[config.mk]
export PLATFORM = sky130hd
export DESIGN_NAME = esdi_cmd_sequencer
export DESIGN_NICKNAME = d
export VERILOG_FILES = /design/src/rtl/esdi_pkg.sv /design/src/rtl/esdi_sync.sv /design/src/rtl/esdi_cmd_sequencer.sv
export SDC_FILE = /design/constraint.sdc
export NUM_CORES = 1
export LEC_CHECK = 0
export ABC_AREA = 1
export ABC_CLOCK_PERIOD_IN_PS = 4800
export BUFFER_PORTS_ARGS = -buffer_cell sky130_fd_sc_hd__buf_2
export CELL_PAD_IN_SITES_DETAIL_PLACEMENT = 1
export CELL_PAD_IN_SITES_GLOBAL_PLACEMENT = 1
export CORE_MARGIN = 2
export CORE_UTILIZATION = 35
export CTS_CLUSTER_DIAMETER = 50
export CTS_CLUSTER_SIZE = 8
export DETAILED_ROUTE_END_ITERATION = 10
export PLACE_DENSITY = 0.78
export RECOVER_POWER = 100
export SLEW_MARGIN = 20
export SYNTH_ARGS = -nofsm -noshare
export SYNTH_HDL_FRONTEND = slang
export SYNTH_SLANG_ARGS = --single-unit
[constraint.sdc]
create_clock -name clk -period 4.8 [get_ports clk]
set_input_delay 0.48 -clock clk [delete_from_list [all_inputs] [get_ports clk]]
set_output_delay 0.48 -clock clk [all_outputs]
set_load 0.005 [all_outputs]
[src/rtl/esdi_pkg.sv]
`default_nettype none
// ============================================================================
// Module   : esdi_pkg
// Purpose  : Shared types and helpers for the ESDI serial command sequencer.
//            Provides the sequencer state encoding, the frame/data widths, and
//            the odd-parity helper used to build outgoing command frames.
// Revision : 1.0  initial release
// ============================================================================
package esdi_pkg;

    localparam int ESDI_FRAME_BITS = 17;
    localparam int ESDI_DATA_BITS  = 16;

    typedef enum logic [2:0] {
        ST_IDLE    = 3'd0,
        ST_C_SETUP = 3'd1,
        ST_C_REQ   = 3'd2,
        ST_C_REL   = 3'd3,
        ST_R_REQ   = 3'd4,
        ST_R_REL   = 3'd5,
        ST_FIN     = 3'd6
    } esdi_seq_state_t;

    // Parity bit that makes {d, p} contain an odd number of ones.
    function automatic logic esdi_odd_parity(input logic [ESDI_DATA_BITS-1:0] d);
        return ~^d;
    endfunction

endpackage
`default_nettype wire

[src/rtl/esdi_sync.sv]
`default_nettype none
// ============================================================================
// Module   : esdi_sync
// Purpose  : Multi-flop synchronizer for one asynchronous drive input.
// Ports    : clk      - destination clock
//            rst_n    - asynchronous active-low clear (all stages to 0)
//            i_async  - asynchronous input
//            o_sync   - synchronized output, SYNC_STAGES cycles of latency
// Revision : 1.0  initial release
// ============================================================================
module esdi_sync #(
    parameter int SYNC_STAGES = 2
) (
    input  logic clk,
    input  logic rst_n,
    input  logic i_async,
    output logic o_sync
);

    logic [SYNC_STAGES-1:0] r_sync;

    always_ff @(posedge clk or negedge rst_n) begin
        if (!rst_n) begin
            r_sync <= '0;
        end else begin
            r_sync <= {r_sync[SYNC_STAGES-2:0], i_async};
        end
    end

    assign o_sync = r_sync[SYNC_STAGES-1];

endmodule
`default_nettype wire

[src/rtl/esdi_cmd_sequencer.sv]
`default_nettype none
// ============================================================================
// Module   : esdi_cmd_sequencer
// Purpose  : Shifts a 16-bit command plus odd parity MSB-first to an ESDI
//            drive, one bit per transfer_req/transfer_ack handshake, and
//            optionally clocks in a 17-bit configuration/status response.
// Ports    : clk, rst_n            - clock, asynchronous active-low reset
//            cmd_valid/cmd_ready   - command accept handshake (SoC side)
//            cmd_word              - command bits, bit 15 sent first
//            cmd_expect_resp       - read a status frame after the command
//            done                  - one-cycle completion/abort pulse
//            resp_word             - received status bits [16:1], held
//            resp_parity_err       - status frame failed odd parity, held
//            timeout_err           - transaction aborted by timeout, held
//            esdi_transfer_req     - handshake request to the drive
//            esdi_command_data     - serial command bit to the drive
//            esdi_transfer_ack     - drive acknowledge (asynchronous)
//            esdi_confstat_data    - serial status bit (asynchronous)
// Revision : 1.0  initial release
// ============================================================================
module esdi_cmd_sequencer
    import esdi_pkg::*;
#(
    parameter int TIMEOUT_CYCLES = 65535,
    parameter int SYNC_STAGES    = 2
) (
    input  logic        clk,
    input  logic        rst_n,
    input  logic        cmd_valid,
    output logic        cmd_ready,
    input  logic [15:0] cmd_word,
    input  logic        cmd_expect_resp,
    output logic        done,
    output logic [15:0] resp_word,
    output logic        resp_parity_err,
    output logic        timeout_err,
    output logic        esdi_transfer_req,
    output logic        esdi_command_data,
    input  logic        esdi_transfer_ack,
    input  logic        esdi_confstat_data
);

    localparam int               c_cnt_w      = $clog2(TIMEOUT_CYCLES + 1);
    // The abort fires on the edge where the phase count would reach
    // TIMEOUT_CYCLES, so req drops exactly TIMEOUT_CYCLES cycles after rising.
    localparam logic [c_cnt_w-1:0] c_cnt_last = c_cnt_w'(TIMEOUT_CYCLES - 1);
    localparam logic [c_cnt_w-1:0] c_cnt_one  = c_cnt_w'(1);
    localparam logic [4:0]       c_frame_bits = 5'(ESDI_FRAME_BITS);

    // ------------------------------------------------------------------
    // Synchronized drive inputs
    // ------------------------------------------------------------------
    logic w_ack_s;
    logic w_cs_s;

    esdi_sync #(.SYNC_STAGES(SYNC_STAGES)) u_sync_ack (
        .clk     (clk),
        .rst_n   (rst_n),
        .i_async (esdi_transfer_ack),
        .o_sync  (w_ack_s)
    );

    esdi_sync #(.SYNC_STAGES(SYNC_STAGES)) u_sync_cs (
        .clk     (clk),
        .rst_n   (rst_n),
        .i_async (esdi_confstat_data),
        .o_sync  (w_cs_s)
    );

    // ------------------------------------------------------------------
    // State and datapath registers
    // ------------------------------------------------------------------
    esdi_seq_state_t r_state;
    esdi_seq_state_t w_state_nxt;

    logic [16:0]        r_shift;
    logic [16:0]        r_resp_sr;
    logic [4:0]         r_bit_cnt;
    logic [c_cnt_w-1:0] r_phase_cnt;
    logic               r_expect_resp;

    logic               r_cmd_ready;
    logic               r_done;
    logic [15:0]        r_resp_word;
    logic               r_parity_err;
    logic               r_timeout_err;
    logic               r_req;
    logic               r_cmd_data;

    logic               w_accept;
    logic               w_phase_active;
    logic               w_expired;
    logic               w_abort;
    logic [16:0]        w_shift_nxt;
    logic               w_ready_nxt;
    logic               w_req_nxt;
    logic               w_done_nxt;
    logic               w_cmd_data_nxt;

    assign w_accept       = cmd_valid && r_cmd_ready;
    assign w_phase_active = (r_state == ST_C_REQ) || (r_state == ST_C_REL) ||
                            (r_state == ST_R_REQ) || (r_state == ST_R_REL);
    assign w_expired      = w_phase_active && (r_phase_cnt == c_cnt_last);

    // ------------------------------------------------------------------
    // FSM: state register
    // ------------------------------------------------------------------
    always_ff @(posedge clk or negedge rst_n) begin
        if (!rst_n) begin
            r_state <= ST_IDLE;
        end else begin
            r_state <= w_state_nxt;
        end
    end

    // ------------------------------------------------------------------
    // FSM: next-state logic. Handshake progress wins over an expiring
    // phase counter on the same cycle.
    // ------------------------------------------------------------------
    always_comb begin
        w_state_nxt = r_state;
        w_abort     = 1'b0;
        case (r_state)
            ST_IDLE: begin
                if (w_accept) begin
                    w_state_nxt = ST_C_SETUP;
                end
            end
            ST_C_SETUP: begin
                w_state_nxt = ST_C_REQ;
            end
            ST_C_REQ: begin
                if (w_ack_s) begin
                    w_state_nxt = ST_C_REL;
                end else if (w_expired) begin
                    w_state_nxt = ST_FIN;
                    w_abort     = 1'b1;
                end
            end
            ST_C_REL: begin
                if (!w_ack_s) begin
                    if (r_bit_cnt == c_frame_bits - 5'd1) begin
                        w_state_nxt = r_expect_resp ? ST_R_REQ : ST_FIN;
                    end else begin
                        w_state_nxt = ST_C_SETUP;
                    end
                end else if (w_expired) begin
                    w_state_nxt = ST_FIN;
                    w_abort     = 1'b1;
                end
            end
            ST_R_REQ: begin
                if (w_ack_s) begin
                    w_state_nxt = ST_R_REL;
                end else if (w_expired) begin
                    w_state_nxt = ST_FIN;
                    w_abort     = 1'b1;
                end
            end
            ST_R_REL: begin
                if (!w_ack_s) begin
                    w_state_nxt = (r_bit_cnt == c_frame_bits) ? ST_FIN : ST_R_REQ;
                end else if (w_expired) begin
                    w_state_nxt = ST_FIN;
                    w_abort     = 1'b1;
                end
            end
            ST_FIN: begin
                w_state_nxt = ST_IDLE;
            end
            default: begin
                w_state_nxt = ST_IDLE;
            end
        endcase
    end

    // ------------------------------------------------------------------
    // FSM: output logic. Outputs are registered, so each is computed from
    // the state being entered.
    // ------------------------------------------------------------------
    always_comb begin
        w_shift_nxt = r_shift;
        if (w_accept) begin
            w_shift_nxt = {cmd_word, esdi_odd_parity(cmd_word)};
        end else if ((r_state == ST_C_REL) && !w_ack_s) begin
            w_shift_nxt = {r_shift[15:0], 1'b0};
        end

        w_ready_nxt = (w_state_nxt == ST_IDLE) && !w_ack_s;
        w_req_nxt   = (w_state_nxt == ST_C_REQ) || (w_state_nxt == ST_R_REQ);
        w_done_nxt  = (w_state_nxt == ST_FIN);

        // Data is presented in C_SETUP and held until the bit's ack falls.
        case (w_state_nxt)
            ST_C_SETUP: w_cmd_data_nxt = w_shift_nxt[16];
            ST_C_REQ,
            ST_C_REL:   w_cmd_data_nxt = r_cmd_data;
            default:    w_cmd_data_nxt = 1'b0;
        endcase
    end

    // ------------------------------------------------------------------
    // Datapath and output registers
    // ------------------------------------------------------------------
    always_ff @(posedge clk or negedge rst_n) begin
        if (!rst_n) begin
            r_shift       <= '0;
            r_resp_sr     <= '0;
            r_bit_cnt     <= '0;
            r_phase_cnt   <= '0;
            r_expect_resp <= 1'b0;
            r_cmd_ready   <= 1'b1;
            r_done        <= 1'b0;
            r_resp_word   <= '0;
            r_parity_err  <= 1'b0;
            r_timeout_err <= 1'b0;
            r_req         <= 1'b0;
            r_cmd_data    <= 1'b0;
        end else begin
            r_shift     <= w_shift_nxt;
            r_cmd_ready <= w_ready_nxt;
            r_req       <= w_req_nxt;
            r_done      <= w_done_nxt;
            r_cmd_data  <= w_cmd_data_nxt;

            if ((w_state_nxt != r_state) || !w_phase_active) begin
                r_phase_cnt <= '0;
            end else begin
                r_phase_cnt <= r_phase_cnt + c_cnt_one;
            end

            if (w_accept) begin
                r_expect_resp <= cmd_expect_resp;
                r_bit_cnt     <= '0;
                r_resp_sr     <= '0;
                r_resp_word   <= '0;
                r_parity_err  <= 1'b0;
                r_timeout_err <= 1'b0;
            end else begin
                case (r_state)
                    ST_C_REL: begin
                        // The counter restarts at 0 for the response frame.
                        if (!w_ack_s) begin
                            r_bit_cnt <= (r_bit_cnt == c_frame_bits - 5'd1) ?
                                         5'd0 : r_bit_cnt + 5'd1;
                        end
                    end
                    ST_R_REQ: begin
                        if (w_ack_s) begin
                            r_resp_sr <= {r_resp_sr[15:0], w_cs_s};
                            r_bit_cnt <= r_bit_cnt + 5'd1;
                        end
                    end
                    ST_R_REL: begin
                        if (!w_ack_s && (r_bit_cnt == c_frame_bits)) begin
                            r_resp_word  <= r_resp_sr[16:1];
                            r_parity_err <= ~^r_resp_sr;
                        end
                    end
                    default: begin
                    end
                endcase
                if (w_abort) begin
                    r_timeout_err <= 1'b1;
                end
            end
        end
    end

    assign cmd_ready         = r_cmd_ready;
    assign done              = r_done;
    assign resp_word         = r_resp_word;
    assign resp_parity_err   = r_parity_err;
    assign timeout_err       = r_timeout_err;
    assign esdi_transfer_req = r_req;
    assign esdi_command_data = r_cmd_data;

endmodule
`default_nettype wire

==> metrics.csv <==
stage,metric,value,unit
synthesis,post-synthesis mux area share,0,%
placed_design,IO Port Bufs,43,
worst_setup_path,"slowest stage delay, CP",1.18,ns
synthesis,post-synthesis sequential area ratio,48.2,%
synthesis,main area contributors after synthesis,"dfrtp_1 48%, nand2_1 15%, inv_1 6.5%, nor2_1 4.4%, o21ai_0 3.6%",
worst_setup_path,crit path max fanout,16,
power,static leakage,2.39,nW
global_route,vias in the first global route,3973,
sta,Slew @ Worst Pin,1.53,ns
synthesis,asr flop ratio synth,100,%
placed_design,Inst Count DP,767,
route,drt wl/cell,14.0,um
sta,max-slew headroom at the worst pin,-2.67,%
synthesis,post-synthesis compound-gate area fraction,8.70,%
sta,setup violators final,0,
floorplan,die area,13500,um^2
power,worst vdd ir,0.000172,V
clock_network,CTS root buffer,clkbuf_16,
clock_network,clk sinks,85,
sta,final hold violation count,0,
worst_setup_path,crit start category,flop,
worst_hold_path,hold crit path type,in2async,
synthesis,Post-synth top flop,dfrtp_1,
floorplan,die height,116,um
status,failing checks,"capacitance limit, slew limit",
final_layout,share of cells above drive strength 1,9.82,%
status,status,finished with violations,
global_route,total congestion overflow,0,
sta,worst clock skew,0.0112,ns
worst_setup_path,"Top cell by count, worst path",nor2_1,
route,number of remaining DRC errors,0,
worst_setup_path,Setup CP Type,reg2reg,
clock_network,clock transition at the registers of the reported paths,0.07,ns
synthesis,syn nets,592,
synthesis,Unique masters post-synth,37,
clock_network,CTS H-tree lvls,3,
sta,fmax,0.296,GHz
final_layout,final non-filler cell area,5030,um^2
floorplan,initial core utilization,35.4,%
route,drt first-iter violations,100,
synthesis,"FF+latch count, synth",85,
final_layout,Layout Cells excl Fill,783,
route,DR pass1 iterations,4,
synthesis,Synth Area in Simple Gates,27.8,%
power,Power Dens Cells,462,nW/um^2
worst_setup_path,crit end category,flop,
worst_setup_path,Slowest cell on crit path,nor3_1,
clock_network,CTS tree,done,
final_layout,most frequent cells in the layout,"177 x nand2_1, 84 x dfrtp_1, 79 x inv_1",
final_layout,final-stage net count,633,
clock_network,PostCTS Resize Cnt,0,
final_layout,"commonest non-fill, non-tap cell in the layout",nand2_1,
sta,setup TNS,0,ns
sta,RSZ-0062 raised after global routing,no,
clock_network,setup bufs post-CTS,0,
global_route,pin count of the biggest net entering global routing,86,
floorplan,width of the die,116,um
clock_network,Worst-Skew Late Latency,0.35,ns
synthesis,post-synth top area share,47.6,%
worst_setup_path,"Arr. time, crit path",3.65,ns
sta,Period minus WS final,3.38,ns
worst_setup_path,Crit path required time,5.07,ns
final_layout,fin util,40.3,%
sta,Max Slew Vio Count,27,
route,vias per cell,4.78,
synthesis,syn_area_per_cell,7.81,um^2
floorplan,Rows,41,
placed_design,Final GP Congestion,0.816,
global_route,first-pass GRT wire length,18.7,mm
clock_network,TritonCTS Buffers,9,
route,WL final,10.9,mm
clock_network,CTS Hold Buffers Added,0,
run,max-cap viol count,1,
synthesis,Synth area leader,dfrtp_1,
global_route,Total GRT Usage,17.5,%
route,via count,3741,
worst_setup_path,r2r setup slk,1.42,ns
worst_setup_path,"critical path, cell by cell",nor3_1 > inv_1 > nor2_1 > nor2_1 > o21ai_0 > nor2_2 > nor2_1 > nand2_2 > nor2_1,
synthesis,synthesized cell area,4410,um^2
route,Detail Route Antenna Nets,0,
synthesis,number of synthesized flops with an enable pin,0,
synthesis,xor/xnor cell area share of the yosys netlist,5.36,%
placed_design,Placed Instance Area,4780,um^2
synthesis,yosys synthesis warning count,0,
global_route,initial antenna violation count,0,
sta,Final Cycle Share,70.4,%
final_layout,antenna cells,0,
clock_network,CTS Buffer Depth,2,
synthesis,largest family of logic cells by synthesized area,simple AND/OR/NAND/NOR gates,
placed_design,Final HPWL DP,7.88,mm
synthesis,area share of fa/ha/maj cells after synthesis,1.42,%
floorplan,Core Area,12500,um^2
synthesis,Post-Synthesis Cells,565,
floorplan,total I/O pin count,44,
final_layout,Area growth syn-to-layout,13.9,%
layer usage:
| layer | share of wire [%] | track usage (%) |
|---|---|---|
| met3 | 2.2 | 3.48 |
| met5 | 0 | 0 |
| met2 | 51 | 30.5 |
| met4 | 1.9 | 5.95 |
| met1 | 45 | 21.7 |
cells by family (layout without fill, tap and decap cells):
logic type,after synthesis,count (layout)
AO/OA/AOI/OAI,63,63
buffers and inverters,95,141
XOR/XNOR,27,27
flip-flops,85,85
adder cells (fa/ha/maj),5,5
AND/OR/NAND/NOR,290,290
final timing paths:
kind,depth (start not counted),end,start
min in group clk,1,u_sync_ack.r_sync[0],esdi_transfer_ack
hold reg to reg,0,u_sync_ack.r_sync[1],u_sync_ack.r_sync[0]
hold / removal,1,r_bit_cnt[4],rst_n
setup / recovery,9,r_phase_cnt[4],u_sync_ack.r_sync[1]
max in group asynchronous,1,resp_word[7],rst_n
setup reg to reg,9,r_phase_cnt[4],u_sync_ack.r_sync[1]
per-stage QoR:
step           hold WS, ns  power [mW]  setup slack, ns
3_5_place_dp         0.336        1.67             1.93
5_1_grt              0.217        2.50             1.10
6_report             0.188        2.32             1.42
2_1_floorplan        0.184        1.46             3.16
3_3_place_gp         0.334        1.62             2.10
4_1_cts              0.224        2.36             2.12
sequential cells by signal (all words and copies together) (netlist names), 2 cells and up:
register / flops
r_bit_cnt: 5
r_phase_cnt: 16
r_resp_sr: 17
r_shift: 17
r_state: 3
resp_word: 16
u_sync_ack.r_sync: 2
u_sync_cs.r_sync: 2
worst max-delay path, delay by kind of cell (launching register included):
family | cells | cell delay [ns]
buffers and inverters | 1 | 0.49
and+or+nand+nor | 7 | 2.10
DFF | 1 | 0.49
AOI/OAI and AO/OA | 1 | 0.21
power by group:
| group | internal [mW] | switching (mW) |
|---|---|---|
| logic | 0.221 | 0.442 |
| clock network | 0.364 | 0.318 |
| registers | 0.876 | 0.104 |
area by class of cell:
class | count | area (um^2)
Tap cell | 172 | 215
Clock buffer | 9 | 225
Sequential cell | 85 | 2130
Inverter | 81 | 304
Fill cell | 1537 | 7440
Multi-Input combinational cell | 385 | 1880
Clock inverter | 7 | 62.6
Timing Repair Buffer | 44 | 209
Yosys cell counts (2+ instances only):
cell / instances
inv_2: 3
nor3_1: 5
nor2_2: 12
nor2_1: 52
o21ai_0: 32
xor2_1: 13
o21bai_1: 2
nand3_2: 2
nand4_1: 3
clkbuf_1: 7
a21oi_1: 8
buf_4: 2
xnor2_1: 14
nor2_4: 2
dfrtp_1: 84
inv_1: 77
nand2_2: 4
buf_2: 3
o311ai_0: 7
nand3_1: 31
nand2_1: 176
o211ai_1: 7
ha_1: 5
Power figures use the tool's default switching activity.
